--- src/rtl/operand_forward_unit_if.sv ---
// Decode-side bundle for the operand forwarding unit. The decode stage
// drives the instruction fields and pipeline controls. The forwarding
// unit returns the operand mux selects, the decode stall and the
// load-use stall count.
interface operand_forward_unit_if #(
    parameter int REG_ADDR_W = 5,
    parameter int CNT_W      = 32
);
    logic                  id_valid;
    logic [REG_ADDR_W-1:0] id_rs1;
    logic [REG_ADDR_W-1:0] id_rs2;
    logic                  id_rs1_used;
    logic                  id_rs2_used;
    logic [REG_ADDR_W-1:0] id_rd;
    logic                  id_reg_write;
    logic                  id_mem_read;
    logic                  flush;
    logic                  pipe_hold;
    logic [1:0]            fwd_a_sel;
    logic [1:0]            fwd_b_sel;
    logic                  stall_id;
    logic [CNT_W-1:0]      load_use_stalls;

    modport master (
        output id_valid, id_rs1, id_rs2, id_rs1_used, id_rs2_used,
               id_rd, id_reg_write, id_mem_read, flush, pipe_hold,
        input  fwd_a_sel, fwd_b_sel, stall_id, load_use_stalls
    );

    modport slave (
        input  id_valid, id_rs1, id_rs2, id_rs1_used, id_rs2_used,
               id_rd, id_reg_write, id_mem_read, flush, pipe_hold,
        output fwd_a_sel, fwd_b_sel, stall_id, load_use_stalls
    );
endinterface

--- src/rtl/operand_forward_unit.sv ---
// Operand forwarding and load-use hazard unit for a 5-stage RV32I pipeline.
// The unit tracks the destination registers of the EX, MEM and WB stages.
// It registers the ALU operand mux selects into EX, one cycle after decode.
// Select codes: 00 register file, 01 MEM/WB writeback, 10 EX/MEM ALU result.
module operand_forward_unit #(
    parameter int REG_ADDR_W = 5,
    parameter int CNT_W      = 32
) (
    input logic                   clk,
    input logic                   rst_n,
    operand_forward_unit_if.slave bus
);

    typedef struct packed {
        logic                  valid;
        logic [REG_ADDR_W-1:0] rd;
        logic                  reg_write;
        logic                  mem_read;
    } stage_t;

    typedef enum logic [1:0] {
        SEL_RF = 2'b00,
        SEL_WB = 2'b01,
        SEL_EX = 2'b10
    } fwd_sel_e;

    stage_t           ex_q, mem_q, wb_q;
    fwd_sel_e         sel_a_q, sel_b_q;
    logic [CNT_W-1:0] stalls_q;

    logic     hz_a, hz_b, stall, bubble;
    fwd_sel_e code_a, code_b;

    // A used, non-zero source that matches a load still in EX cannot be served yet.
    function automatic logic load_hazard(input logic [REG_ADDR_W-1:0] rs,
                                         input logic used, input stage_t ex);
        return used && (rs != '0) && ex.valid && ex.mem_read && (ex.rd == rs);
    endfunction

    // The newest producer wins. A load in EX never gives 10 because its data is not ready.
    function automatic fwd_sel_e fwd_code(input logic [REG_ADDR_W-1:0] rs,
                                          input logic used,
                                          input stage_t ex, input stage_t mem);
        fwd_sel_e code;
        code = SEL_RF;
        if (used && (rs != '0)) begin
            if (ex.valid && ex.reg_write && !ex.mem_read && (ex.rd == rs))
                code = SEL_EX;
            else if (mem.valid && mem.reg_write && (mem.rd == rs))
                code = SEL_WB;
        end
        return code;
    endfunction

    // Hazard detection, bubble decision and next-cycle select codes for the decode instruction.
    always_comb begin
        // NOTE: every output of this block gets a default first, so no path can infer a latch.
        hz_a   = 1'b0;
        hz_b   = 1'b0;
        code_a = SEL_RF;
        code_b = SEL_RF;
        if (bus.id_valid) begin
            hz_a = load_hazard(bus.id_rs1, bus.id_rs1_used, ex_q);
            hz_b = load_hazard(bus.id_rs2, bus.id_rs2_used, ex_q);
        end
        code_a = fwd_code(bus.id_rs1, bus.id_rs1_used, ex_q, mem_q);
        code_b = fwd_code(bus.id_rs2, bus.id_rs2_used, ex_q, mem_q);
        stall  = (hz_a | hz_b) & ~bus.flush;
        bubble = bus.flush | stall | ~bus.id_valid;
    end

    // Advance the stage entries, register the selects and count stall cycles unless frozen.
    always_ff @(posedge clk or negedge rst_n) begin
        if (!rst_n) begin
            ex_q     <= '0;
            mem_q    <= '0;
            wb_q     <= '0;
            sel_a_q  <= SEL_RF;
            sel_b_q  <= SEL_RF;
            stalls_q <= '0;
        end else if (!bus.pipe_hold) begin
            // NOTE: non-blocking updates let mem_q take the old ex_q and wb_q take the old mem_q on the same edge.
            wb_q  <= mem_q;
            mem_q <= ex_q;
            if (bubble) begin
                ex_q    <= '0;
                sel_a_q <= SEL_RF;
                sel_b_q <= SEL_RF;
            end else begin
                ex_q    <= '{valid: 1'b1, rd: bus.id_rd,
                             reg_write: bus.id_reg_write, mem_read: bus.id_mem_read};
                sel_a_q <= code_a;
                sel_b_q <= code_b;
            end
            if (stall && (stalls_q != '1))
                stalls_q <= stalls_q + 1'b1;
        end
    end

    assign bus.fwd_a_sel       = sel_a_q;
    assign bus.fwd_b_sel       = sel_b_q;
    assign bus.stall_id        = stall;
    assign bus.load_use_stalls = stalls_q;

    // The WB entry always trails MEM by exactly one advancing clock.
    assert property (@(posedge clk) disable iff (!rst_n)
                     !bus.pipe_hold |=> (wb_q == $past(mem_q)));

endmodule
--- src/flat_wrapper.sv ---
// flat-port wrapper written by rule: the top's interface ports become plain ports
module operand_forward_unit_flat 
#(
    parameter int REG_ADDR_W = 5,
    parameter int CNT_W      = 32
)
  (clk, rst_n, bus_id_valid, bus_id_rs1, bus_id_rs2, bus_id_rs1_used, bus_id_rs2_used, bus_id_rd, bus_id_reg_write, bus_id_mem_read, bus_flush, bus_pipe_hold, bus_fwd_a_sel, bus_fwd_b_sel, bus_stall_id, bus_load_use_stalls);
  operand_forward_unit_if #(.REG_ADDR_W(REG_ADDR_W), .CNT_W(CNT_W)) bus_i ();
  input logic clk;
  input logic rst_n;
  input wire logic [$bits(bus_i.id_valid)-1:0] bus_id_valid;
  input wire logic [$bits(bus_i.id_rs1)-1:0] bus_id_rs1;
  input wire logic [$bits(bus_i.id_rs2)-1:0] bus_id_rs2;
  input wire logic [$bits(bus_i.id_rs1_used)-1:0] bus_id_rs1_used;
  input wire logic [$bits(bus_i.id_rs2_used)-1:0] bus_id_rs2_used;
  input wire logic [$bits(bus_i.id_rd)-1:0] bus_id_rd;
  input wire logic [$bits(bus_i.id_reg_write)-1:0] bus_id_reg_write;
  input wire logic [$bits(bus_i.id_mem_read)-1:0] bus_id_mem_read;
  input wire logic [$bits(bus_i.flush)-1:0] bus_flush;
  input wire logic [$bits(bus_i.pipe_hold)-1:0] bus_pipe_hold;
  output wire logic [$bits(bus_i.fwd_a_sel)-1:0] bus_fwd_a_sel;
  output wire logic [$bits(bus_i.fwd_b_sel)-1:0] bus_fwd_b_sel;
  output wire logic [$bits(bus_i.stall_id)-1:0] bus_stall_id;
  output wire logic [$bits(bus_i.load_use_stalls)-1:0] bus_load_use_stalls;
  assign bus_i.id_valid = bus_id_valid;
  assign bus_i.id_rs1 = bus_id_rs1;
  assign bus_i.id_rs2 = bus_id_rs2;
  assign bus_i.id_rs1_used = bus_id_rs1_used;
  assign bus_i.id_rs2_used = bus_id_rs2_used;
  assign bus_i.id_rd = bus_id_rd;
  assign bus_i.id_reg_write = bus_id_reg_write;
  assign bus_i.id_mem_read = bus_id_mem_read;
  assign bus_i.flush = bus_flush;
  assign bus_i.pipe_hold = bus_pipe_hold;
  assign bus_fwd_a_sel = bus_i.fwd_a_sel;
  assign bus_fwd_b_sel = bus_i.fwd_b_sel;
  assign bus_stall_id = bus_i.stall_id;
  assign bus_load_use_stalls = bus_i.load_use_stalls;
  operand_forward_unit #(.REG_ADDR_W(REG_ADDR_W), .CNT_W(CNT_W)) u_core (.clk(clk), .rst_n(rst_n), .bus(bus_i));
endmodule
--- config.mk ---
export PLATFORM = sky130hd
export DESIGN_NAME = operand_forward_unit_flat
export DESIGN_NICKNAME = d
export VERILOG_FILES = /design/src/rtl/operand_forward_unit_if.sv /design/src/rtl/operand_forward_unit.sv /design/src/flat_wrapper.sv
export SDC_FILE = /design/constraint.sdc
export NUM_CORES = 1
export LEC_CHECK = 0
export CAP_MARGIN = 0
export CORE_MARGIN = 1
export CORE_UTILIZATION = 25
export CTS_CLUSTER_DIAMETER = 150
export DETAILED_ROUTE_END_ITERATION = 10
export DONT_BUFFER_PORTS = 1
export PLACE_DENSITY = 0.45
export SLEW_MARGIN = 20
export SYNTH_ARGS = -nofsm -noshare
export SYNTH_HDL_FRONTEND = slang
export SYNTH_SLANG_ARGS = --single-unit
--- constraint.sdc ---
create_clock -name clk -period 2.1 [get_ports clk]
set_input_delay 0.42 -clock clk [delete_from_list [all_inputs] [get_ports clk]]
set_output_delay 0.42 -clock clk [all_outputs]
set_load 0.01 [all_outputs]
After elaboration in Yosys (flattened, before gate mapping)
Index checks and enable logic that the tools add are counted.
{ "word_totals": {"regBits": 51, "out_inout_bits": 37, "elab_cells": 54} }
{ "op_classes": {"addsub": 1, "eq_ne": 5, "muxes": 11, "n_bitwise": 7, "reduce_logical": 20} }
{ "op_table": {"columns": ["cell", "count"], "rows": [
  ["adder 32 x 1 -> 32 bit (second input constant)", 1],
  ["!= test 32 bit (second input constant)", 1],
  ["== test 5 bit", 4],
  ["logical AND 1 bit", 16],
  ["2-to-1 mux 2 bit", 6],
  ["nonzero test 5 bit", 2],
  ["2-to-1 mux 8 bit", 1],
  ["2-to-1 mux 1 bit", 4],
  ["NOT 1 bit", 3],
  ["bitwise OR 1 bit", 3],
  ["AND reduction 2 bit", 1],
  ["bitwise AND 1 bit", 1],
  ["zero test 1 bit", 1]
]} }

Longest topological paths before layout
{ "logic_depth": {"depth_word": 11, "ltp_mapped": 8, "ltp_nobuf": 6} }

Worst setup path after synthesis
No wires, ideal clock.
{ "synth_path": {"path_kind": "flip-flop to flip-flop", "start": "reg u_core.stalls_q[0] (netlist: u_core.bus.load_use_stalls[0])", "end": "reg u_core.stalls_q[1] (netlist: u_core.bus.load_use_stalls[1])", "arrival_time_ps": 1760, "required_time_ps": 1975, "slack_ps": 216, "stages_incl_launch_ff": 6, "period_less_slack_ps": 1884, "path_cell_list": "dfrtp_1 ha_1 and4_1 a41o_1 a211oi_1 mux2_2"} }
{ "synth_via": {"elab_chain_len": 3, "word_cells_on_any_way": 4, "classes_between": "add/sub (1); eq/ne (1); reduce/logical (2)"} }
{ "synth_rtl": {"columns": ["item", "line_no", "text"], "rows": [
  ["start, declared", "operand_forward_unit.sv:29", "logic [CNT_W-1:0] stalls_q;"],
  ["start signal, assigned", "operand_forward_unit.sv:96", "stalls_q <= stalls_q + 1'b1;"],
  ["branches (longest 3 deep; another with adder 32 x 1 -> 32 bit)", null, null]
]} }
Several ways; the timed one is not identified.
A chain may end at the register's enable or synchronous reset.

Worst setup path in the final report
{ "layout_path": {"start": "reg u_core.ex_q[2] (netlist bit)", "end": "out bus_stall_id"} }
{ "layout_via": {"elab_chain_len": 5, "word_cells_on_any_way": 8, "classes_between": "eq/ne (2); mux (2); bitwise (2); reduce/logical (2)"} }
{ "layout_rtl": {"columns": ["item", "line_no", "text"], "rows": [
  ["start, declared", "operand_forward_unit.sv:27", "stage_t ex_q, mem_q, wb_q;"],
  ["start signal, assigned", "operand_forward_unit.sv:90", "ex_q <= '{valid: 1'b1, rd: bus.id_rd,"],
  ["== test 5 bit", "operand_forward_unit.sv:37", "return used && (rs != '0) && ex.valid && ex.mem_read && (ex.rd == rs);"],
  ["logical AND 1 bit", "operand_forward_unit.sv:37", null],
  ["2-to-1 mux 1 bit", "operand_forward_unit.sv:62", "if (bus.id_valid) begin"],
  ["bitwise OR 1 bit *", "operand_forward_unit.sv:68", "stall = (hz_a | hz_b) & ~bus.flush;"],
  ["bitwise AND 1 bit *", "operand_forward_unit.sv:68", null],
  ["end, declared", "flat_wrapper.sv:23", "output wire logic [$bits(bus_i.stall_id)-1:0] bus_stall_id;"]
]} }
Every way passes the cells marked *; elsewhere a longest branch is shown, timed or not.

==> impl_metrics.ini <==
[critical_path]
cp_slowest_cell = dfrtp_1
critPathKind = reg2out
critPathLaunchType = register
max_stage_delay_ps = 450
critPathRequiredTime_ps = 1680
cp_cell_sequence = xor2_1 -> nor2_2 -> nand4b_4 -> buf_6 -> a21oi_4
crit_fanout = 4
endpoint_kind = primary output
worst_ep_arrival_time_ps = 1600

[grt]
grtUsageTotal_pct = 12.41
grt_max_degree = 52
grt_overflow = 0
grt_pass1_wl_um = 10630
first_global_vias = 2000
antenna_found_initial = 0

[timing]
final-max-slew-violation-count = 0
max_freq_ghz = 0.4953
finalCriticalPeriod_ps = 2019
rsz0062_at_grt = false
final.setup.tns_ps = 0
tightest_slew_ps = 389.3
finalHoldViolations = 0
relSlewSlack_pct = 74.05
skew_ps = 16.29
fin_crit_sh_pct = 96.14
setup_viol = 0

[yosys]
synth.avg_cell_area_um2 = 11.66
synth_edf_count = 0
synth_nets = 249
ys.flop_type = dfrtp_1
async_reset_ff_share_pct = 100.0
yosys_warnings = 0
syn_inst = 224
yosys_register_bits = 51
synth_area_um2 = 2613
ys_types = 38
synthTopCellsByArea = dfrtp_1, xnor2_1, nand4_1, xor2_1, mux2_2
ys_seq_area_share_pct = 48.85
synth_top_area_cell = dfrtp_1
synthDominantCellAreaShare_pct = 48.85

[finish]
drive_gt1_share_pct = 27.82
layout.cells.non_filler = 399
area_growth_syn_to_layout_pct = 23.85
fin_nets = 291
final_cell_mix = dfrtp_1, buf_4, xnor2_1
n_antenna_cell = 0
final_common_cell = dfrtp_1

[clocking]
cts_buffers = 5
cts_tree = built
clock-sinks = 51
root_buffer = clkbuf_8
cts_buffer_depth = 2
h-tree-depth = 2
insertion_delay_ps = 310
path_clk_slew_ps = 100

[route]
final_antenna_net_count = 0
drtPass1Iterations = 4
viasPerCell = 4.687
wirelength_um = 6351
vias = 1870
drt-wirelength-per-cell_um = 15.92
drc_errors = 0
drt_iter0_drc = 46

[die]
dieWidth_um = 104.2
coreArea_um2 = 9955
io_pins = 61
initial_utilization_pct = 26.24
placementRows = 36
chipHeight_um = 104.2
die_area_um2 = 10860

[placed_design]
dp_hpwl_um = 4648
dp_cells = 389
gp_congestion = 0.7550
io_buffers = 0

[power]
powerDensity_nw_per_um2 = 569.5
leakage_nw = 1.484
irDropWorstVdd_v = 0.0002962

[status]
status = finished, final reports clean

[worst_hold_path]
hold_path_class = in2reg

[run]
cap_violations = 0
critical path, delay by kind of cell (launching register included):
family	cells	cell delay, ps
XOR/XNOR	1	170
AO/OA/AOI/OAI	1	160
flip-flops	1	450
buffers and inverters	1	160
AND/OR/NAND/NOR	2	360
what timing repair did:
action                                 in CTS  in global routing
setup endpoints to repair                   1                  4
endpoints found under the hold margin      51                  0
gates resized for setup                     4                  4
buffers inserted                            0                  1
cloned                                      0                  0
pin swaps                                   1                  4
hold buffers                                2                  0
layer usage:
layer | routed length, µm | GRT usage [%] | up-vias
li1 | - | - | 903
met1 | 2860 | 15.51 | 911
met2 | 2933 | 20.24 | 54
met3 | 531 | 4.887 | 2
met4 | 25 | 2.449 | 0
met5 | 0 | 0 | -
state kept, by name, summed over array words and instances, names as in the netlist:
name and flops:
u_core.mem_q 7, u_core.bus.load_use_stalls 32, u_core.ex_q 8, u_core.bus.fwd_a_sel 2, u_core.bus.fwd_b_sel 2
final cells by class:
cell class | instances | area, µm²
Fill cell | 1034 | 6719
Multi-Input combinational cell | 162 | 1296
Sequential cell | 51 | 1277
Timing Repair Buffer | 44 | 381.6
Tap cell | 133 | 166.4
Clock buffer | 5 | 68.82
Clock inverter | 2 | 37.54
Inverter | 2 | 7.507
through the flow:
step / hold WS (ps) / power, mW / utilization, % / cell area, µm² / worst slack, ps
after floorplan: 124.4 / 1.121 / - / 2613 / 215.6
after detailed placement: 125.7 / 1.139 / 30.72 / 3058 / 78.17
after global placement: 125.6 / 1.139 / 30.72 / 3058 / 78.40
after global routing: 239.7 / 1.923 / 32.50 / 3236 / 5.779
after CTS: 231.9 / 1.868 / 32.33 / 3218 / 0.8989
final: 242.7 / 1.843 / 32.50 / 3236 / 81.06
logic make-up after synthesis:
| kind of cell | share of synthesized area [%] |
|---|---|
| flip-flops | 48.85 |
| buffers and inverters | 2.347 |
| XOR/XNOR | 17.10 |
| multiplexers | 3.448 |
| adder cells (fa/ha/maj) | 0.4789 |
| AO/OA/AOI/OAI | 6.418 |
| AND/OR/NAND/NOR | 21.36 |
power by group:
part,total [mW],internal [mW],switching (mW)
sequential,1.02,1.00,0.0226
combinational,0.129,0.0641,0.0647
clock,0.690,0.349,0.341
total,1.84,1.41,0.428
Yosys cell counts, types with 3 or more instances:
cell type	instances
a22o_1	7
and3_1	10
buf_2	4
clkbuf_1	3
dfrtp_1	51
mux2_2	8
nand2_1	8
nand3_1	6
nand4_1	27
nor2_1	8
nor3_1	6
xnor2_1	36
xor2_1	15
final timing paths:
kind,start,to,slack [ps],cells past startpoint
setup / recovery,u_core.ex_q[2],bus_stall_id,80,5
hold / removal,bus_id_rd[2],u_core.ex_q[4],240,1
setup reg to reg,u_core.bus.load_use_stalls[10],u_core.bus.load_use_stalls[13],160,8
hold reg to reg,u_core.mem_q[1],u_core.mem_q[1],500,1
max in group asynchronous,rst_n,u_core.ex_q[5],1180,2
min in group asynchronous,rst_n,u_core.bus.load_use_stalls[24],650,2
(Power assumes the default switching activity.)
